## config.mk

```make
export PLATFORM = sky130hd
export DESIGN_NAME = elevator_sequencer
export DESIGN_NICKNAME = d
export VERILOG_FILES = /design/src/rtl/elevator_sequencer.sv
export SDC_FILE = /design/constraint.sdc
export NUM_CORES = 1
export LEC_CHECK = 0
export CORE_AREA = 2 2 88 90
export DETAILED_ROUTE_END_ITERATION = 6
export DIE_AREA = 0 0 90 92
export GPL_TIMING_DRIVEN = 0
export HOLD_SLACK_MARGIN = 0.02
export PLACE_DENSITY = 0.8
export SETUP_SLACK_MARGIN = 0.15
export SLEW_MARGIN = 40
export SYNTH_ARGS = -nofsm -noshare
export SYNTH_HDL_FRONTEND = slang
export SYNTH_SLANG_ARGS = --single-unit
```

## constraint.sdc

```tcl
create_clock -name clk -period 4.2 [get_ports clk]
set_clock_uncertainty 0.15 [all_clocks]
set_input_delay 1.05 -clock clk [delete_from_list [all_inputs] [get_ports clk]]
set_output_delay 1.05 -clock clk [all_outputs]
set_load 0.03 [all_outputs]
```

## src/rtl/elevator_sequencer.sv

```systemverilog
// -----------------------------------------------------------------------------
// elevator_sequencer
//
// Elevator car controller feeding the VGA controller's destination/sim_state
// inputs. Floor calls are latched into a pending mask. A virtual car moves one
// floor at a time in SCAN order and opens its door at each requested floor.
// All motion timing advances only on cycles where `tick` is high.
//
// Parameters
//   FLOORS      number of serviced floors (2..16)
//   MOVE_TICKS  ticks to travel one floor (>=1)
//   DOOR_TICKS  ticks the door stays open (>=1)
//
// Ports
//   clk          single clock (VGA pixel clock domain)
//   rst_n        synchronous active-low reset
//   tick         timing strobe; move/door counters advance only when high
//   call_req     per-floor call request, bit i = floor i (bits >= FLOORS ignored)
//   destination  registered pending-request mask
//   cur_floor    registered current car floor
//   sim_state    registered state: 00 IDLE, 01 UP, 10 DOWN, 11 DOOR
//
// Optional feature macro
//   DOOR_REOPEN_EN  a call for the current floor while the door is open
//                   restarts the door timer; otherwise it is absorbed.
// -----------------------------------------------------------------------------
module elevator_sequencer #(
    parameter int FLOORS     = 16,
    parameter int MOVE_TICKS = 8,
    parameter int DOOR_TICKS = 4
) (
    input  logic        clk,
    input  logic        rst_n,
    input  logic        tick,
    input  logic [15:0] call_req,
    output logic [15:0] destination,
    output logic [3:0]  cur_floor,
    output logic [1:0]  sim_state
);

    typedef enum logic [1:0] {
        S_IDLE = 2'b00,
        S_UP   = 2'b01,
        S_DOWN = 2'b10,
        S_DOOR = 2'b11
    } state_t;

    typedef struct packed {
        state_t state;
        logic   pref_up;
    } decision_t;

    localparam int MW = (MOVE_TICKS > 1) ? $clog2(MOVE_TICKS) : 1;
    localparam int DW = (DOOR_TICKS > 1) ? $clog2(DOOR_TICKS) : 1;
    localparam logic [MW-1:0] MOVE_LAST  = MW'(MOVE_TICKS - 1);
    localparam logic [DW-1:0] DOOR_LAST  = DW'(DOOR_TICKS - 1);
    localparam logic [15:0]   FLOOR_MASK = 16'((32'd1 << FLOORS) - 32'd1);

    state_t          r_state;
    logic [15:0]     r_pending;
    logic [3:0]      r_cur_floor;
    logic [MW-1:0]   r_move_cnt;
    logic [DW-1:0]   r_door_cnt;
    logic            r_pref_up;

    logic [15:0]     w_cur_onehot;
    logic [3:0]      w_next_floor;
    logic [15:0]     w_next_onehot;
    logic            w_arrive;
    logic            w_door_done;
    logic [15:0]     w_req;
    logic [15:0]     w_clear;
    decision_t       w_dec_here;
    decision_t       w_dec_next;

    // SCAN decision: keep going the preferred way while requests lie ahead,
    // otherwise reverse if anything is behind, otherwise stop.
    function automatic decision_t decide(input logic [15:0] pend,
                                         input logic [3:0]  f,
                                         input logic        pref_up);
        logic [15:0] above;
        logic [15:0] below;
        decision_t   d;
        above     = pend & (16'hFFFF << ({1'b0, f} + 5'd1));
        below     = pend & ((16'd1 << f) - 16'd1);
        d.state   = S_IDLE;
        d.pref_up = pref_up;
        if (pref_up) begin
            if (|above) begin
                d.state = S_UP;
            end else if (|below) begin
                d.state   = S_DOWN;
                d.pref_up = 1'b0;
            end
        end else begin
            if (|below) begin
                d.state = S_DOWN;
            end else if (|above) begin
                d.state   = S_UP;
                d.pref_up = 1'b1;
            end
        end
        return d;
    endfunction

    assign w_cur_onehot  = 16'd1 << r_cur_floor;
    // Only meaningful while moving; wraps harmlessly in other states.
    assign w_next_floor  = (r_state == S_UP) ? r_cur_floor + 4'd1 : r_cur_floor - 4'd1;
    assign w_next_onehot = 16'd1 << w_next_floor;
    assign w_arrive      = ((r_state == S_UP) || (r_state == S_DOWN)) && tick &&
                           (r_move_cnt == MOVE_LAST);
    assign w_door_done   = (r_state == S_DOOR) && tick && (r_door_cnt == DOOR_LAST);
    assign w_dec_here    = decide(r_pending, r_cur_floor, r_pref_up);
    assign w_dec_next    = decide(r_pending, w_next_floor, r_pref_up);

    // A call for the floor whose door is open is never recorded as pending.
    assign w_req = call_req & FLOOR_MASK &
                   ~((r_state == S_DOOR) ? w_cur_onehot : 16'd0);

`ifdef DOOR_REOPEN_EN
    logic w_door_call;
    assign w_door_call = (r_state == S_DOOR) && |(call_req & FLOOR_MASK & w_cur_onehot);
`endif

    // One-hot bit of the floor whose door opens on this edge.
    always_comb begin
        // NOTE: every always_comb output gets a default first so no path leaves
        // it unassigned; an unassigned path would infer a latch.
        w_clear = 16'd0;
        if (r_state == S_IDLE && |(r_pending & w_cur_onehot)) begin
            w_clear = w_cur_onehot;
        end else if (w_arrive && |(r_pending & w_next_onehot)) begin
            w_clear = w_next_onehot;
        end
    end

    // NOTE: all state here is updated with non-blocking assignments so every
    // register samples the pre-edge values regardless of statement order.
    always_ff @(posedge clk) begin
        if (!rst_n) begin
            r_state     <= S_IDLE;
            r_pending   <= 16'd0;
            r_cur_floor <= 4'd0;
            r_move_cnt  <= '0;
            r_door_cnt  <= '0;
            r_pref_up   <= 1'b1;
        end else begin
            // Clear wins over a same-edge request for the serviced floor.
            r_pending <= (r_pending | w_req) & ~w_clear;
            case (r_state)
                S_IDLE: begin
                    if (|w_clear) begin
                        r_state    <= S_DOOR;
                        r_door_cnt <= '0;
                    end else begin
                        r_state   <= w_dec_here.state;
                        r_pref_up <= w_dec_here.pref_up;
                    end
                end
                S_UP, S_DOWN: begin
                    if (w_arrive) begin
                        r_cur_floor <= w_next_floor;
                        r_move_cnt  <= '0;
                        if (|w_clear) begin
                            r_state    <= S_DOOR;
                            r_door_cnt <= '0;
                        end else begin
                            r_state   <= w_dec_next.state;
                            r_pref_up <= w_dec_next.pref_up;
                        end
                    end else if (tick) begin
                        r_move_cnt <= r_move_cnt + MW'(1);
                    end
                end
                S_DOOR: begin
`ifdef DOOR_REOPEN_EN
                    if (w_door_call) begin
                        r_door_cnt <= '0;
                    end else if (w_door_done) begin
                        r_door_cnt <= '0;
                        r_state    <= w_dec_here.state;
                        r_pref_up  <= w_dec_here.pref_up;
                    end else if (tick) begin
                        r_door_cnt <= r_door_cnt + DW'(1);
                    end
`else
                    if (w_door_done) begin
                        r_door_cnt <= '0;
                        r_state    <= w_dec_here.state;
                        r_pref_up  <= w_dec_here.pref_up;
                    end else if (tick) begin
                        r_door_cnt <= r_door_cnt + DW'(1);
                    end
`endif
                end
                default: r_state <= S_IDLE;
            endcase
        end
    end

    assign destination = r_pending;
    assign cur_floor   = r_cur_floor;
    assign sim_state   = r_state;

endmodule

```

# ---- Word-level counts from Yosys, hierarchy flattened
# Cells that the tools add are included.
dict set report op_classes {
  addsub 8
  multipliers 0
  n_div 0
  n_lt_le_gt_ge 0
  n_eq_ne 10
  shift 4
  muxes 35
  bitwise_logic 11
  reduce_logical 22
}
# cell count
set ops {}
lappend ops {{bitwise AND 16 bit} 8}
lappend ops {{OR reduction 16 bit} 7}
lappend ops {{2-to-1 mux 16 bit} 3}
lappend ops {{NOT 16 bit} 2}
lappend ops {{left shift 1 x 4 -> 16 bit, first input constant} 2}
lappend ops {{left shift 16 x 5 -> 16 bit, first input constant} 2}
lappend ops {{subtractor 16 x 1 -> 16 bit, second input constant} 2}
lappend ops {{2-to-1 mux 2 bit} 14}
lappend ops {{2-to-1 mux 3 bit} 6}
lappend ops {{bitwise OR 16 bit} 1}
lappend ops {{case mux 2 bit (3 select lines)} 2}
lappend ops {{adder 4 x 1 -> 5 bit, second input constant} 2}
lappend ops {{2-to-1 mux 1 bit} 8}
lappend ops {{!= test 2 bit, second input constant} 4}
lappend ops {{AND reduction 2 bit} 4}
lappend ops {{== test 2 bit, second input constant} 3}
lappend ops {{logical AND 1 bit} 6}
lappend ops {{adder 4 x 1 -> 4 bit, second input constant} 1}
lappend ops {{2-to-1 mux 4 bit} 1}
lappend ops {{AND reduction 4 bit} 1}
lappend ops {{subtractor 4 x 1 -> 4 bit, second input constant} 1}
lappend ops {{adder 3 x 1 -> 3 bit, second input constant} 1}
lappend ops {{== test 3 bit, second input constant} 1}
lappend ops {{!= test 3 bit, second input constant} 1}
lappend ops {{7 further kinds} 7}
dict set report word_totals {
  regBits 28
  latch_bits 0
  mem_bits_rw 0
  romBits 0
  output_inout_bits 22
  mem_count 0
}

# ---- Logic depth before layout (Yosys ltp)
# Gate-level depths: netlist of the first run.
dict set report depth {
  word_depth 12
  ltp_mapped 18
}

# ---- Worst setup path after synthesis of the first run
# No wires, ideal clock.
dict set report synth_timing {
  path_kind {reg2reg}
  startpoint {reg r_cur_floor[0], in the netlist cur_floor[0]}
  endpoint {reg r_pref_up}
  arrival_time_ns 3.809
  setup_slack_ns 0.140
  stages_incl_launch_ff 15
  n_path_buf 0
  period_less_slack_ns 4.060
  cell_sequence {dfxtp_1 > inv_1 > fa_1 > xor2_2 > inv_2 > nor2_1 > nand2_1 > ha_1 > a32oi_1 > nand3_1 > a2111oi_2 > nand4_1 > nor4_2 > nor4b_1 > o41ai_1}
}
dict set report synth_between {
  elab_chain_cells 12
  word_cells_on_any_way 46
  classes_between {add/sub (6); eq/ne (2); shift (4); mux (18); bitwise (6); reduce/logical (10)}
}
# item line
set synth_rtl {}
lappend synth_rtl {{from (decl)} 61} ;# logic [3:0] r_cur_floor;
lappend synth_rtl {{from (signal assigned)} 162} ;# r_cur_floor <= w_next_floor;
lappend synth_rtl {{subtractor 4 x 1 -> 4 bit / adder 4 x 1 -> 4 bit (equally long branches)} 108} ;# assign w_next_floor = (r_state == S_UP) ? r_cur_floor + 4'd1 : r_cur_floor - 4'd1;
lappend synth_rtl {{2-to-1 mux 4 bit *} 108}
lappend synth_rtl {{named net w_next_floor[0]} 67} ;# logic [3:0] w_next_floor;
lappend synth_rtl {{adder 4 x 1 -> 5 bit / left shift 1 x 4 -> 16 bit (equally long branches)} {84, 85, 109}}
lappend synth_rtl {{left shift 16 x 5 -> 16 bit / subtractor 16 x 1 -> 16 bit (equally long branches)} {84, 85}}
lappend synth_rtl {{bitwise AND 16 bit, on equally long branches} {84, 85}}
lappend synth_rtl {{OR reduction 16 bit, on equally long branches} -}
lappend synth_rtl {{2-to-1 mux 2 bit / 2-to-1 mux 3 bit (equally long branches)} {98, 91}}
lappend synth_rtl {{2-to-1 mux 1 bit, on equally long branches} {96, 89}}
lappend synth_rtl {{2-to-1 mux 3 bit} 88} ;# if (pref_up) begin
lappend synth_rtl {{2-to-1 mux 1 bit} 164} ;# if (|w_clear) begin
lappend synth_rtl {{2-to-1 mux 1 bit} 161} ;# if (w_arrive) begin
lappend synth_rtl {{case mux 1 bit (3 select lines)} 150} ;# case (r_state)
lappend synth_rtl {{to (signal assigned)} 157} ;# r_pref_up <= w_dec_here.pref_up;
lappend synth_rtl {{to (signal assigned)} 169} ;# r_pref_up <= w_dec_next.pref_up;
lappend synth_rtl {{to (signal assigned)} 190} ;# r_pref_up <= w_dec_here.pref_up;
lappend synth_rtl {{to (decl)} 64} ;# logic r_pref_up;
# The timed path passes the listed nets; every way through them passes the cells marked *. The select of a mux whose other input is x is not followed.
# A chain may end at the register's enable or synchronous reset.

# ---- Final worst setup path of the first run
dict set report layout_timing {
  startpoint {reg r_state[1], in the netlist sim_state[1]}
  endpoint {reg r_pref_up}
}
dict set report layout_between {
  elab_chain_cells 12
  word_cells_on_any_way 39
  classes_between {add/sub (2); eq/ne (7); shift (2); mux (11); bitwise (3); reduce/logical (14)}
}
# item line
set layout_rtl {}
lappend layout_rtl {{from (decl)} 59} ;# state_t r_state;
lappend layout_rtl {{from (signal assigned)} 156} ;# r_state <= w_dec_here.state;
lappend layout_rtl {{from (signal assigned)} 168} ;# r_state <= w_dec_next.state;
lappend layout_rtl {{from (signal assigned)} 189} ;# r_state <= w_dec_here.state;
lappend layout_rtl {{== test 2 x 1 -> 1 bit} {108, 110, 150}}
lappend layout_rtl {{2-to-1 mux 4 bit} 108}
lappend layout_rtl {{adder 4 x 1 -> 5 bit / left shift 1 x 4 -> 16 bit (equally long branches)} {84, 85, 109}}
lappend layout_rtl {{left shift 16 x 5 -> 16 bit / subtractor 16 x 1 -> 16 bit (equally long branches)} {84, 85}}
lappend layout_rtl {{bitwise AND 16 bit, on equally long branches} {84, 85}}
lappend layout_rtl {{OR reduction 16 bit, on equally long branches} -}
lappend layout_rtl {{2-to-1 mux 2 bit / 2-to-1 mux 3 bit (equally long branches)} {98, 91}}
lappend layout_rtl {{2-to-1 mux 1 bit, on equally long branches} {96, 89}}
lappend layout_rtl {{2-to-1 mux 3 bit} 88}
lappend layout_rtl {{2-to-1 mux 1 bit} 164}
lappend layout_rtl {{2-to-1 mux 1 bit} 161}
lappend layout_rtl {{case mux 1 bit (3 select lines)} 150}
# Several ways; a longest one is shown, not always the timed one. The select of a mux whose other input is x is not followed.

==> results.cfg, run 1 <==
[floorplan]
rows = 32
start_util_pct = 47.9
die_area_mm2 = 0.00828
ios = 41
dieWidth_um = 90
die_height_um = 92
core_area_mm2 = 0.00745

[power]
cellPowerDensity_mw_per_mm2 = 407
leakage_nw = 1.65
peakVddDrop_uv = 396

[routing]
viasPerCell = 6.93
postRouteWirelength_um = 14700
drtAntennaViolNets = 0
post_drt_wl_per_cell_um = 22.7
vias = 4486
drc = 0
drt_first_iter_violations = 568
firstDrtPassIters = 5

[placed_design]
port_buffers = 39
place_hpwl_um = 10100
dp_slack_ns = -0.413
dpl_cell_area_mm2 = 0.00409
gp_congestion = 0.982

[logic_synthesis]
synth.largest_area_cell = dfxtp_1
synth.distinct_cells = 78
synth_enable_flop_cells = 0
yosysTopAreaCellShare_pct = 15.7
synth_seq_cells = 28
avgSynthCellArea_um2 = 7.45
yosysMostFrequentCell = nand2_1
synth_cells = 479
ys_seq_area_share_pct = 15.7
synthTopCellsByCount = nand2_1, a21oi_1, dfxtp_1
async_reset_ff_share_pct = 0
synth_warnings = 0
synth_area_leaders = dfxtp_1, ha_1, nand2_1
synth_flop_cell = dfxtp_1
synth_area_mm2 = 0.00357
synth_nets = 525

[critical_path]
endpoint_kind = register
worst_setup_path_start_kind = register
r2r_slack_ns = 0.24
crit_required_ns = 4.19
critPathMaxFanout = 11
r2r_start = sim_state[1]
worstPathArrival_ns = 3.95
r2r_cells = 17
timing.rr.end = r_pref_up
worstSetupPathType = register to register

[grt]
grt_pass1_wl_um = 22300
grt_pass1_vias = 4131
grt_overflow = 0
grt_use_total_pct = 33.3
antenna_found_initial = 0
grt_max_degree = 16

[min_path]
hold_depth = 2
hold_path_end = r_door_cnt[1]
min_path_type = register to register
hp-start = r_door_cnt[1]

[clock_network]
insertion_delay_ns = 0.28
numCtsBuffers = 3
root_buffer = clkbuf_8
cts_sinks = 28
h-tree-depth = 1
ctsLongestPathBuffers = 2
cts_tree = built
cts.clk_slew.worst_paths_ns = 0.09

[sta]
fmax_ghz = 0.253
relSlewSlack_pct = 46.5
fin_crit_sh_pct = 94.3
setup_violations = 0
rsz0062_at_grt = false
final.setup.tns_ns = 0
maxSlewViolCount = 0
hold_violations = 0
worst_slack_ns = 0.241
tightest_slew_ns = 0.797
hold_ws_ns = 0.342
fin_crit_ns = 3.96

[cells_and_area]
design_area_mm2 = 0.00456
area_delta_synth_final_pct = 27.7
num_antenna_cells = 0
nNetsFinal = 592
fill_cells = 716
final_util_pct = 61.2
drive_above_1_share_pct = 18.5

[run]
max-cap-violations = 0

[run_status]
status = finished, final reports clean
stage by stage:
| step | std cells | power, mW |
|---|---|---|
| after global placement | 620 | 1.36 |
| after CTS | 628 | 1.62 |
| after global routing | 647 | 1.93 |
| after detailed placement | 620 | 1.38 |
| final | 647 | 1.85 |
| after floorplan | 479 | 1.08 |
worst max-delay path by stage:
stage | start | slack [ns] | endpoint
2_1_floorplan | sim_state[1] | 0.28 | r_pref_up
3_3_place_gp | cur_floor[0] | -0.47 | r_pref_up
3_5_place_dp | sim_state[1] | -0.41 | r_pref_up
4_1_cts | sim_state[1] | 0.15 | sim_state[0]
5_1_grt | sim_state[1] | 0.12 | r_pref_up
6_report | sim_state[1] | 0.24 | r_pref_up
sequential cells by signal (all words and copies together) (netlist names):
| register | cells |
|---|---|
| cur_floor | 4 |
| r_pref_up | 1 |
| r_move_cnt | 3 |
| destination | 16 |
| r_door_cnt | 2 |
| sim_state | 2 |
cells by family after synthesis:
logic type	share of synthesized area [%]
AOI/OAI and AO/OA	36.3
and+or+nand+nor	22.2
buffers and inverters	10.1
DFF	15.7
adders and majority gates	9.68
xor gates and xnor gates	3.93
muxes	2.07
layer usage:
layer | up-vias | routed length, µm | track usage [%]
met1 | 2073 | 5580 | 42.1
met4 | 0 | 675 | 14.9
met2 | 389 | 6700 | 55.6
met3 | 77 | 1710 | 5.92
li1 | 1947 | - | -
met5 | - | 0 | 0
power breakdown:
part           internal (mW)  switching, mW
sequential             0.295         0.0436
clock                 0.0841         0.0879
combinational          0.548          0.794
worst max-delay path, stage by stage (launching register included):
cell,delay (ns)
dfxtp_2,0.36
inv_1,0.09
ha_4,0.20
fa_2,0.47
xor2_4,0.23
inv_2,0.08
clkbuf_8,0.18
ha_1,0.21
buf_6,0.14
nand2_1,0.11
o21ai_0,0.10
a221o_1,0.30
a211oi_1,0.33
or3_4,0.23
nand3_1,0.16
nor3_2,0.23
o21a_1,0.16
o41ai_1,0.08
cells in the final DEF, fill, tap and decap left out, types with 4 or more instances in the layout:
| master | n |
|---|---|
| nor3b_1 | 5 |
| a22oi_1 | 6 |
| clkbuf_8 | 10 |
| nor3_1 | 16 |
| a21boi_0 | 4 |
| o31ai_1 | 4 |
| ha_4 | 6 |
| and2_1 | 4 |
| a31oi_1 | 14 |
| a221oi_1 | 6 |
| mux2i_1 | 4 |
| buf_2 | 5 |
| nor2b_1 | 5 |
| o221ai_1 | 19 |
| ha_1 | 19 |
| nand2_1 | 50 |
| buf_4 | 26 |
| o21ai_0 | 27 |
| clkbuf_1 | 14 |
| xnor2_1 | 7 |
| inv_1 | 21 |
| a211oi_1 | 6 |
| clkdlybuf4s50_1 | 40 |
| nor2_1 | 23 |
| nand4_1 | 4 |
| buf_6 | 4 |
| nand2b_1 | 4 |
| a21oi_1 | 32 |
| o211ai_1 | 4 |
| nand3_1 | 14 |
| o21a_1 | 17 |
| dfxtp_1 | 23 |
| a32o_1 | 5 |
| dfxtp_2 | 4 |
timing repair:
action,in CTS,in global routing
gates resized for setup,29,36
pin swaps,4,12
hold buffers,0,0
endpoints found under the setup margin,21,21
setup buffers,4,19
layout make-up:
type	instances	area [µm²]	area share, %
inverter	26	105	2.31
sequential	28	569	12.5
buffer	39	300	6.59
timing repair buffer	62	563	12.4
clock buffer	4	55.1	1.21
tap	102	128	2.80
multi-input combinational	386	2840	62.2
No activity file was read; power rests on OpenSTA's default activity.
==> run 2: changes to the inputs <==
--- a/config.mk
+++ b/config.mk
@@ -5,6 +5,7 @@
 export SDC_FILE = /design/constraint.sdc
 export NUM_CORES = 1
 export LEC_CHECK = 0
+export CAP_MARGIN = 10
 export CORE_AREA = 2 2 88 90
 export DETAILED_ROUTE_END_ITERATION = 6
 export DIE_AREA = 0 0 90 92
==> results of run 2 <==
Same layout as run 1: the final DEF is identical, and so are final timing and power.
